File: src/rtl/uart_rx_cfg_pkg.sv
// Shared definitions for the configurable UART receiver: parity codes, FSM
// state encoding and the oversample tick divider computation.
package uart_rx_cfg_pkg;

  localparam int PARITY_NONE = 0;
  localparam int PARITY_EVEN = 1;
  localparam int PARITY_ODD  = 2;

  typedef enum logic [2:0] {
    ST_IDLE   = 3'd0,
    ST_START  = 3'd1,
    ST_DATA   = 3'd2,
    ST_PARITY = 3'd3,
    ST_STOP   = 3'd4
  } rx_state_t;

  // Rounded clocks-per-tick, never below 1.
  function automatic int calc_div(input int sys_clock, input int baud, input int os);
    longint den;
    longint q;
    den = longint'(baud) * longint'(os);
    q   = (longint'(sys_clock) + den / 2) / den;
    return (q < 1) ? 1 : int'(q);
  endfunction

endpackage

File: src/rtl/uart_rx_cfg_baud_tick.sv
// Free-running oversample tick generator: a one-cycle pulse every DIV clocks.
module uart_baud_tick
  import uart_rx_cfg_pkg::*;
#(
  parameter int SYS_CLOCK     = 50000000,
  parameter int UART_BAUDRATE = 115200,
  parameter int OVERSAMPLE    = 16
) (
  input  logic i_SysClock,
  input  logic i_Reset,
  output logic o_Tick
);

  localparam int DIV = calc_div(SYS_CLOCK, UART_BAUDRATE, OVERSAMPLE);
  localparam int CW  = (DIV > 1) ? $clog2(DIV) : 1;
  localparam logic [CW-1:0] LAST = CW'(DIV - 1);

  logic [CW-1:0] r_Cnt;

  always_ff @(posedge i_SysClock) begin
    if (i_Reset) begin
      r_Cnt <= '0;
    end else if (r_Cnt == LAST) begin
      r_Cnt <= '0;
    end else begin
      r_Cnt <= r_Cnt + CW'(1);
    end
  end

  assign o_Tick = (r_Cnt == LAST);

endmodule

File: src/rtl/uart_rx_cfg.sv
// Configurable UART receiver: 5-9 data bits, optional parity, 1-2 stop bits,
// 3-sample majority vote around mid-bit, valid/ready output with overrun flag.
module uart_rx_cfg
  import uart_rx_cfg_pkg::*;
#(
  parameter int SYS_CLOCK     = 50000000,
  parameter int UART_BAUDRATE = 115200,
  parameter int DATA_BITS     = 8,
  parameter int PARITY        = 0,
  parameter int STOP_BITS     = 1,
  parameter int OVERSAMPLE    = 16
) (
  input  logic                 i_SysClock,
  input  logic                 i_Reset,
  input  logic                 i_RxSerial,
  output logic [DATA_BITS-1:0] o_RxByte,
  output logic                 o_RxValid,
  input  logic                 i_RxReady,
  output logic                 o_ParityErr,
  output logic                 o_FrameErr,
  output logic                 o_Overrun,
  output logic                 o_Busy
);

  localparam int CW = $clog2(OVERSAMPLE);
  localparam int BW = 4;
  localparam logic [CW-1:0] CNT_LAST = CW'(OVERSAMPLE - 1);
  localparam logic [CW-1:0] VOTE_IDX = CW'(OVERSAMPLE / 2 + 1);
  localparam logic [BW-1:0] DB_LAST  = BW'(DATA_BITS - 1);
  localparam logic [BW-1:0] SB_LAST  = BW'(STOP_BITS - 1);

  logic                 r_Sync1, r_Sync2;
  logic [1:0]           r_Hist;
  logic                 r_SeenHigh;
  rx_state_t            r_State;
  logic [CW-1:0]        r_Cnt;
  logic [BW-1:0]        r_BitCnt;
  logic [DATA_BITS-1:0] r_Shift;
  logic                 r_ParErrAcc, r_FrmErrAcc, r_Done;
  logic [DATA_BITS-1:0] r_RxByte;
  logic                 r_RxValid, r_ParityErr, r_FrameErr, r_Overrun;

  logic      w_Tick, w_Line, w_Maj, w_Vote, w_ParExp;
  rx_state_t w_StateNext;
  logic      w_Start, w_ShiftEn, w_ParSample, w_StopSample, w_Done;

  uart_baud_tick #(
    .SYS_CLOCK     (SYS_CLOCK),
    .UART_BAUDRATE (UART_BAUDRATE),
    .OVERSAMPLE    (OVERSAMPLE)
  ) u_tick (
    .i_SysClock (i_SysClock),
    .i_Reset    (i_Reset),
    .o_Tick     (w_Tick)
  );

  assign w_Line = r_Sync2;
  // r_Hist holds the two previous tick samples, so the vote spans three consecutive ticks.
  assign w_Maj  = (r_Hist[1] & r_Hist[0]) | (r_Hist[1] & w_Line) | (r_Hist[0] & w_Line);
  assign w_Vote = w_Tick && (r_Cnt == VOTE_IDX) && (r_State != ST_IDLE);
  assign w_ParExp = (PARITY == PARITY_ODD) ? ~(^r_Shift) : (^r_Shift);

  always_comb begin
    w_StateNext  = r_State;
    w_Start      = 1'b0;
    w_ShiftEn    = 1'b0;
    w_ParSample  = 1'b0;
    w_StopSample = 1'b0;
    w_Done       = 1'b0;
    case (r_State)
      ST_IDLE: begin
        if (w_Tick && !w_Line && r_SeenHigh) begin
          w_StateNext = ST_START;
          w_Start     = 1'b1;
        end
      end
      ST_START: begin
        if (w_Vote) w_StateNext = w_Maj ? ST_IDLE : ST_DATA;
      end
      ST_DATA: begin
        if (w_Vote) begin
          w_ShiftEn = 1'b1;
          if (r_BitCnt == DB_LAST) w_StateNext = (PARITY != PARITY_NONE) ? ST_PARITY : ST_STOP;
        end
      end
      ST_PARITY: begin
        if (w_Vote) begin
          w_ParSample = 1'b1;
          w_StateNext = ST_STOP;
        end
      end
      ST_STOP: begin
        if (w_Vote) begin
          w_StopSample = 1'b1;
          if (r_BitCnt == SB_LAST) begin
            w_StateNext = ST_IDLE;
            w_Done      = 1'b1;
          end
        end
      end
      default: w_StateNext = ST_IDLE;
    endcase
  end

  always_ff @(posedge i_SysClock) begin
    if (i_Reset) begin
      r_Sync1     <= 1'b1;
      r_Sync2     <= 1'b1;
      r_Hist      <= 2'b11;
      r_SeenHigh  <= 1'b0;
      r_State     <= ST_IDLE;
      r_Cnt       <= '0;
      r_BitCnt    <= '0;
      r_Shift     <= '0;
      r_ParErrAcc <= 1'b0;
      r_FrmErrAcc <= 1'b0;
      r_Done      <= 1'b0;
    end else begin
      r_Sync1 <= i_RxSerial;
      r_Sync2 <= r_Sync1;
      r_State <= w_StateNext;
      r_Done  <= w_Done;
      if (w_Tick) r_Hist <= {r_Hist[0], w_Line};
      if (w_Start) r_SeenHigh <= 1'b0;
      else if (w_Tick && w_Line) r_SeenHigh <= 1'b1;
      // The start-detect tick is sample 0, so the next tick is sample 1.
      if (w_Start) r_Cnt <= CW'(1);
      else if (w_Tick && r_State != ST_IDLE) r_Cnt <= (r_Cnt == CNT_LAST) ? '0 : r_Cnt + CW'(1);
      if (w_StateNext != r_State) r_BitCnt <= '0;
      else if (w_Vote) r_BitCnt <= r_BitCnt + BW'(1);
      if (w_ShiftEn) r_Shift <= {w_Maj, r_Shift[DATA_BITS-1:1]};
      if (w_Start) begin
        r_ParErrAcc <= 1'b0;
        r_FrmErrAcc <= 1'b0;
      end else begin
        if (w_ParSample) r_ParErrAcc <= (w_Maj != w_ParExp);
        if (w_StopSample && !w_Maj) r_FrmErrAcc <= 1'b1;
      end
    end
  end

  always_ff @(posedge i_SysClock) begin
    if (i_Reset) begin
      r_RxByte    <= '0;
      r_RxValid   <= 1'b0;
      r_ParityErr <= 1'b0;
      r_FrameErr  <= 1'b0;
      r_Overrun   <= 1'b0;
    end else if (r_Done) begin
      if (!r_RxValid || i_RxReady) begin
        r_RxByte    <= r_Shift;
        r_ParityErr <= r_ParErrAcc;
        r_FrameErr  <= r_FrmErrAcc;
        r_RxValid   <= 1'b1;
        r_Overrun   <= 1'b0;
      end else begin
        r_Overrun   <= 1'b1;
      end
    end else if (r_RxValid && i_RxReady) begin
      r_RxValid   <= 1'b0;
      r_ParityErr <= 1'b0;
      r_FrameErr  <= 1'b0;
      r_Overrun   <= 1'b0;
    end
  end

  assign o_RxByte    = r_RxByte;
  assign o_RxValid   = r_RxValid;
  assign o_ParityErr = r_ParityErr;
  assign o_FrameErr  = r_FrameErr;
  assign o_Overrun   = r_Overrun;
  assign o_Busy      = (r_State != ST_IDLE);

endmodule

File: config.mk
export PLATFORM = sky130hd
export DESIGN_NAME = uart_rx_cfg
export DESIGN_NICKNAME = d
export VERILOG_FILES = /design/src/rtl/uart_rx_cfg_pkg.sv /design/src/rtl/uart_rx_cfg_baud_tick.sv /design/src/rtl/uart_rx_cfg.sv
export SDC_FILE = /design/constraint.sdc
export NUM_CORES = 1
export LEC_CHECK = 0
export BUFFER_PORTS_ARGS = -buffer_cell sky130_fd_sc_hd__buf_4
export CAP_MARGIN = 20
export CORE_MARGIN = 2
export CORE_UTILIZATION = 47
export DETAILED_ROUTE_END_ITERATION = 16
export PLACE_DENSITY = 0.65
export SYNTH_ARGS = -nofsm -noshare
export SYNTH_HDL_FRONTEND = slang
export SYNTH_SLANG_ARGS = --single-unit
File: constraint.sdc
create_clock -name i_SysClock -period 3.9 [get_ports i_SysClock]
set_clock_uncertainty 0.15 [all_clocks]
set_input_delay 0.195 -clock i_SysClock [delete_from_list [all_inputs] [get_ports i_SysClock]]
set_output_delay 0.195 -clock i_SysClock [all_outputs]
set_load 0.02 [all_outputs]
== Word level (Yosys, flattened, before mapping) ==
Index checks and enable logic that the tools add are counted.

* Output and inout port bits: 13
* Register bits after elaboration: 44

* $add $sub $neg: 3
* Reductions and logical operators: 24
* Muxes and demuxes: 28
* Bitwise gates (word level): 7
* Eq/ne operators: 11

{| class="wikitable"
|+ Operator list
! kind !! count
|-
| $mux W3 || 7
|-
| $mux W1 || 18
|-
| $pmux W3 S5 || 1
|-
| $add A4 B1 Y4 const B || 2
|-
| $eq A4 B4 Y1 const B || 2
|-
| $logic_and A1 B1 Y1 || 8
|-
| $reduce_xor A8 Y1 || 1
|-
| $eq A3 B2 Y1 const B || 2
|-
| $reduce_or A2 Y1 || 3
|-
| $add A5 B1 Y5 const B || 1
|-
| $eq A5 B5 Y1 const B || 1
|-
| $eq A4 B3 Y1 const B || 1
|-
| $logic_not A4 Y1 || 1
|-
| $mux W4 || 1
|-
| $reduce_and A2 Y1 || 2
|-
| $reduce_bool A2 Y1 || 2
|-
| $and A1 B1 Y1 || 3
|-
| $eq A3 B1 Y1 const B || 1
|-
| $eq A3 B3 Y1 const B || 1
|-
| $logic_not A1 Y1 || 3
|-
| $logic_not A3 Y1 || 1
|-
| $ne A3 B3 Y1 || 1
|-
| $reduce_bool A3 Y1 || 1
|-
| $reduce_or A3 Y1 || 1
|-
| 6 further kinds || 8
|}

== Longest topological paths before layout ==
* Depth after elaboration: 8
* Gate-level depth with buffers: 7
* Gate-level depth less buffers: 7

== By module ==
From an unflattened synthesis, not the netlist that was laid out.

* Cell total of the unflattened synthesis: 208
* Area total of the unflattened synthesis: 1953.1 µm²

{| class="wikitable"
|+ Modules (own cells, without submodules)
! module !! cells each !! area each (µm²) !! times used
|-
| uart_rx_cfg || 186 || 1694.1 || 1
|-
| uart_baud_tick || 22 || 259.0 || 1
|}

== Least setup slack after synthesis ==
Ideal clock, no wire load.

* Kind: register -> register
* Start: register u_tick.r_Cnt[0]
* End: register r_Shift[0]
* Stages on the path, launching flop included: 8
* Arrival time: 1669 ps
* Clock period less this slack: 1946 ps
* Buffers on the path: 0
* Library setup time: 128 ps
* Setup slack: 1954 ps
* Path through: dfxtp_1 -> inv_1 -> ha_1 -> nand4b_4 -> or2_4 -> nor3_4 -> mux2i_1 -> nor2_1

* Cells in the longest elaborated chain, start to end: 5

{| class="wikitable"
|+ Ends and longest elaborated chain
! what !! line !! text
|-
| from (decl) || uart_rx_cfg_baud_tick.sv:18 || <nowiki>logic [CW-1:0] r_Cnt;</nowiki>
|-
| from (signal assigned) || uart_rx_cfg_baud_tick.sv:26 || <nowiki>r_Cnt <= r_Cnt + CW'(1);</nowiki>
|-
| $eq A5 B5 Y1 || uart_rx_cfg_baud_tick.sv:30 || <nowiki>assign o_Tick = (r_Cnt == LAST);</nowiki>
|-
| $logic_and A1 B1 Y1 (2 in series) || uart_rx_cfg.sv:60 || <nowiki>assign w_Vote = w_Tick && (r_Cnt == VOTE_IDX) && (r_State != ST_IDLE);</nowiki>
|-
| $mux W1 || uart_rx_cfg.sv:81 || <nowiki>if (w_Vote) begin</nowiki>
|-
| $mux W1 || uart_rx_cfg.sv:70 || <nowiki>case (r_State)</nowiki>
|-
| to (signal assigned) || uart_rx_cfg.sv:131 || <nowiki>if (w_ShiftEn) r_Shift <= {w_Maj, r_Shift[DATA_BITS-1:1]};</nowiki>
|-
| to (decl) || uart_rx_cfg.sv:38 || <nowiki>logic [DATA_BITS-1:0] r_Shift;</nowiki>
|}

Every way passes these cells.
A chain may end at the register's enable or synchronous reset.

== Final worst setup path ==
* Start: register u_tick.r_Cnt[0]
* End: register r_Shift[4]

The elaborated chain is that of the path after synthesis.

==> metrics.md <==
| Metric | Value |
|---|---|
| First-pass GRT wire length | 5.49 mm |
| CP arrival | 2.14 ns |
| Core area | 0.00394 sq mm |
| Final Non-Filler Cells | 280 |
| Gr ovfl total | 0 |
| CTS max path bufs | 2 |
| Worst Tran Pin Value | 0.501 ns |
| Worst setup SP type | flip-flop |
| Tmin final | 2.11 ns |
| Crit path max-delay cell type | nor3_4 |
| CTS Sinks | 44 |
| Post-synth top area cell | dfxtp_1 |
| HPWL after DPL | 2.29 mm |
| Setup crit start | u_tick.r_Cnt[0] |
| Clock Latency Late Sink | 0.30 ns |
| Clk root buf | clkbuf_8 |
| Fraction of registers with async set/reset | 0 |
| Global Route Usage Sum | 0.158 |
| Final total power | 819 uW |
| Critical path class | flip-flop to flip-flop |
| Post-CTS setup buffers | 0 |
| Main synth FF type | dfxtp_1 |
| Slew Viols, Final | 0 |
| Vias in the first global route | 1,213 |
| CTS tree | done |
| Highest Signal Layer | met4 |
| Post-Route WL | 3.32 mm |
| Drt pass-1 iters | 4 |
| Die Area | 0.00459 sq mm |
| FILL cells | 359 |
| Die Height | 67.7 um |
| Antenna violations before repair | 0 |
| Drt via density | 5.00 |
| Power density cells | 374 mW/mm^2 |
| Layout area overhead | 14.8% |
| Synthesized cell area | 0.00191 sq mm |
| Met2 wire len | 1.32 mm |
| Largest net degree at the start of global routing | 33 |
| DP Cell Count | 270 |
| Final Cycle Share | 0.542 |
| Crit end category | flip-flop |
| Post-synth EDFFs | 0 |
| CP Depth | 7 |
| Most frequent cells after synthesis | dfxtp_1 (44), nor2_1 (32), nand2_1 (24) |
| VDD IR-drop max | 0.000157 V |
| RSZ-0062 raised after global routing | no |
| Worst Reg-to-Reg Cells | 7 |
| Via count | 1,401 |
| Initial Utilization | 0.484 |
| Hold crit path type | primary input to flip-flop |
| CTS H-tree lvls | 2 |
| Hold Violations, Final | 0 |
| Metal1 wirelength | 1.80 mm |
| Cell count after synthesis | 211 |
| Final Net Count | 239 |
| Ys Warns | 0 |
| Syn nets | 221 |
| Area contributors post-synth | dfxtp_1 (46%), mux2i_1 (6.3%), nor2_1 (6.3%) |
| Total CTS buffers | 5 |
| RD Place Congestion | 0.814 |
| Diode count | 0 |
| Sum of buffers and inverters on the critical path | 1 |
| Worst path top cell family by delay | simple AND/OR/NAND/NOR gates |
| Antenna Nets Post-Route | 0 |
| Synthesized area per cell | 9.04 sq um |
| DRT iter0 DRCs | 69 |
| R2R Path End | r_Shift[4] |
| Outcome | complete, no violations |
| I/O pins | 17 |
| FF-to-FF setup slack | 1.79 ns |
| Post-synth top area share | 0.462 |
| R2R Path Start | u_tick.r_Cnt[0] |
| Final TNS setup | 0 ns |
| Slew HR | 0.665 |
| Library cells used by synthesis | 36 |
| Most numerous cell in the Yosys netlist | dfxtp_1 |
| DIE WIDTH | 67.7 um |
| Count of final setup violators | 0 |
| Metal3 WL | 123 um |
| Required time worst endpoint | 3.93 ns |
| Seq/Total Area, Yosys | 0.462 |
| Max stage delay on crit path | 0.45 ns |
| Synth Register Bits | 44 |
| Worst Setup EP | r_Shift[4] |
| PortBufs | 16 |
| Worst path cell trace | inv_1 > ha_1 > nand4b_4 > or2_4 > nor3_4 > mux2i_1 > nor2_1 |
| Fraction of layout cells with a size suffix above 1 | 0.143 |
| Max Cap Viol | 0 |
| Max Clk Rate | 473 MHz |
| Worst-path clk slew | 0.08 ns |
| # DRC | 0 |
| Worst-path fanout max | 8 |
| P_leak | 0.000814 uW |
| Core Rows | 23 |
| DR WL/cell | 11.8 um |
[flip-flops by register name (all words and copies together) (netlist names), 2 cells and up]
register      flops
o_RxByte          8
r_BitCnt          4
r_Cnt             4
r_Hist            2
r_Shift           8
r_State           3
u_tick.r_Cnt      5
[metrics by stage]
| stage | area, sq um | hold slack (ns) | util | worst slack (ns) |
|---|---|---|---|---|
| global route | 2190 | 0.124 | 0.555 | 1.63 |
| CTS | 2190 | 0.119 | 0.555 | 1.77 |
| floorplan | 1910 | 0.147 | - | 1.95 |
| finish | 2190 | 0.122 | 0.555 | 1.79 |
| global placement | 2060 | 0.231 | 0.523 | 1.83 |
| detailed placement | 2060 | 0.232 | 0.523 | 1.79 |
[worst register-to-register path: stages (launching register included)]
cell and delay [ns]:
dfxtp_1 0.34, inv_1 0.06, ha_1 0.22, nand4b_4 0.17, or2_4 0.31, nor3_4 0.45
mux2i_1 0.24, nor2_1 0.06
[cells in the final DEF (no fill, tap or decap), types with 2 or more instances in the layout]
cell type and count:
nor3_1 3, or2_2 5, clkbuf_8 5, inv_1 6, o21ai_0 5, xnor2_1 7
a211oi_1 3, nand2b_1 3, xor2_1 4, buf_4 16, mux2i_1 12, a32oi_1 3
a31oi_1 3, ha_1 6, a21oi_1 16, nand2_1 24, dfxtp_1 44, dlygate4sd3_1 2
nand3b_1 2, nand3_1 12, nor2_1 32
[worst min-delay path by stage]
stage                          start               to  slack [ns]  cells past startpoint
after floorplan            i_RxReady        o_Overrun        0.15                      1
after global placement    i_RxSerial          r_Sync1        0.23                      2
after detailed placement  i_RxSerial          r_Sync1        0.23                      2
after CTS                    i_Reset       r_Shift[6]        0.12                      2
after global routing         i_Reset       r_Shift[6]        0.12                      2
final                        i_Reset  u_tick.r_Cnt[4]        0.12                      2
[what timing repair did]
item / in CTS / in global routing
hold buffers: 2 / 0
resized for setup: 0 / 0
hold endpoints to repair: 2 / 0
endpoints found under the setup margin: 0 / 0
[final cells by class]
type / instances / area (sq um) / share of cell area
clock buffers: 6 / 72.6 / 0.0331
clock inverters: 2 / 35.0 / 0.0160
inverters: 6 / 22.5 / 0.0103
multi-input cells: 154 / 976 / 0.446
flip-flops and latches: 44 / 881 / 0.402
well taps: 50 / 62.6 / 0.0286
repair buffers: 18 / 140 / 0.0640
[metal layers]
layer / track usage / vias up
li1: - / 759
met1: 0.223 / 616
met2: 0.223 / 19
met3: 0.0350 / 7
met4: 0.0842 / 0
met5: 0 / -
[cells by family after synthesis]
logic type,Yosys count,synth area share
xor gates and xnor gates,12,0.0623
buffers and inverters,13,0.0269
and+or+nand+nor,91,0.243
AOI/OAI and AO/OA,32,0.0990
adders and majority gates,7,0.0446
muxes,12,0.0630
DFF,44,0.462
[power by group]
group / total [uW] / switching [uW] / internal [uW]
clock: 343 / 153 / 190
sequential: 455 / 3.18 / 452
combinational: 20.2 / 11.3 / 8.93
total: 819 / 167 / 651
(Power assumes the default switching activity.)
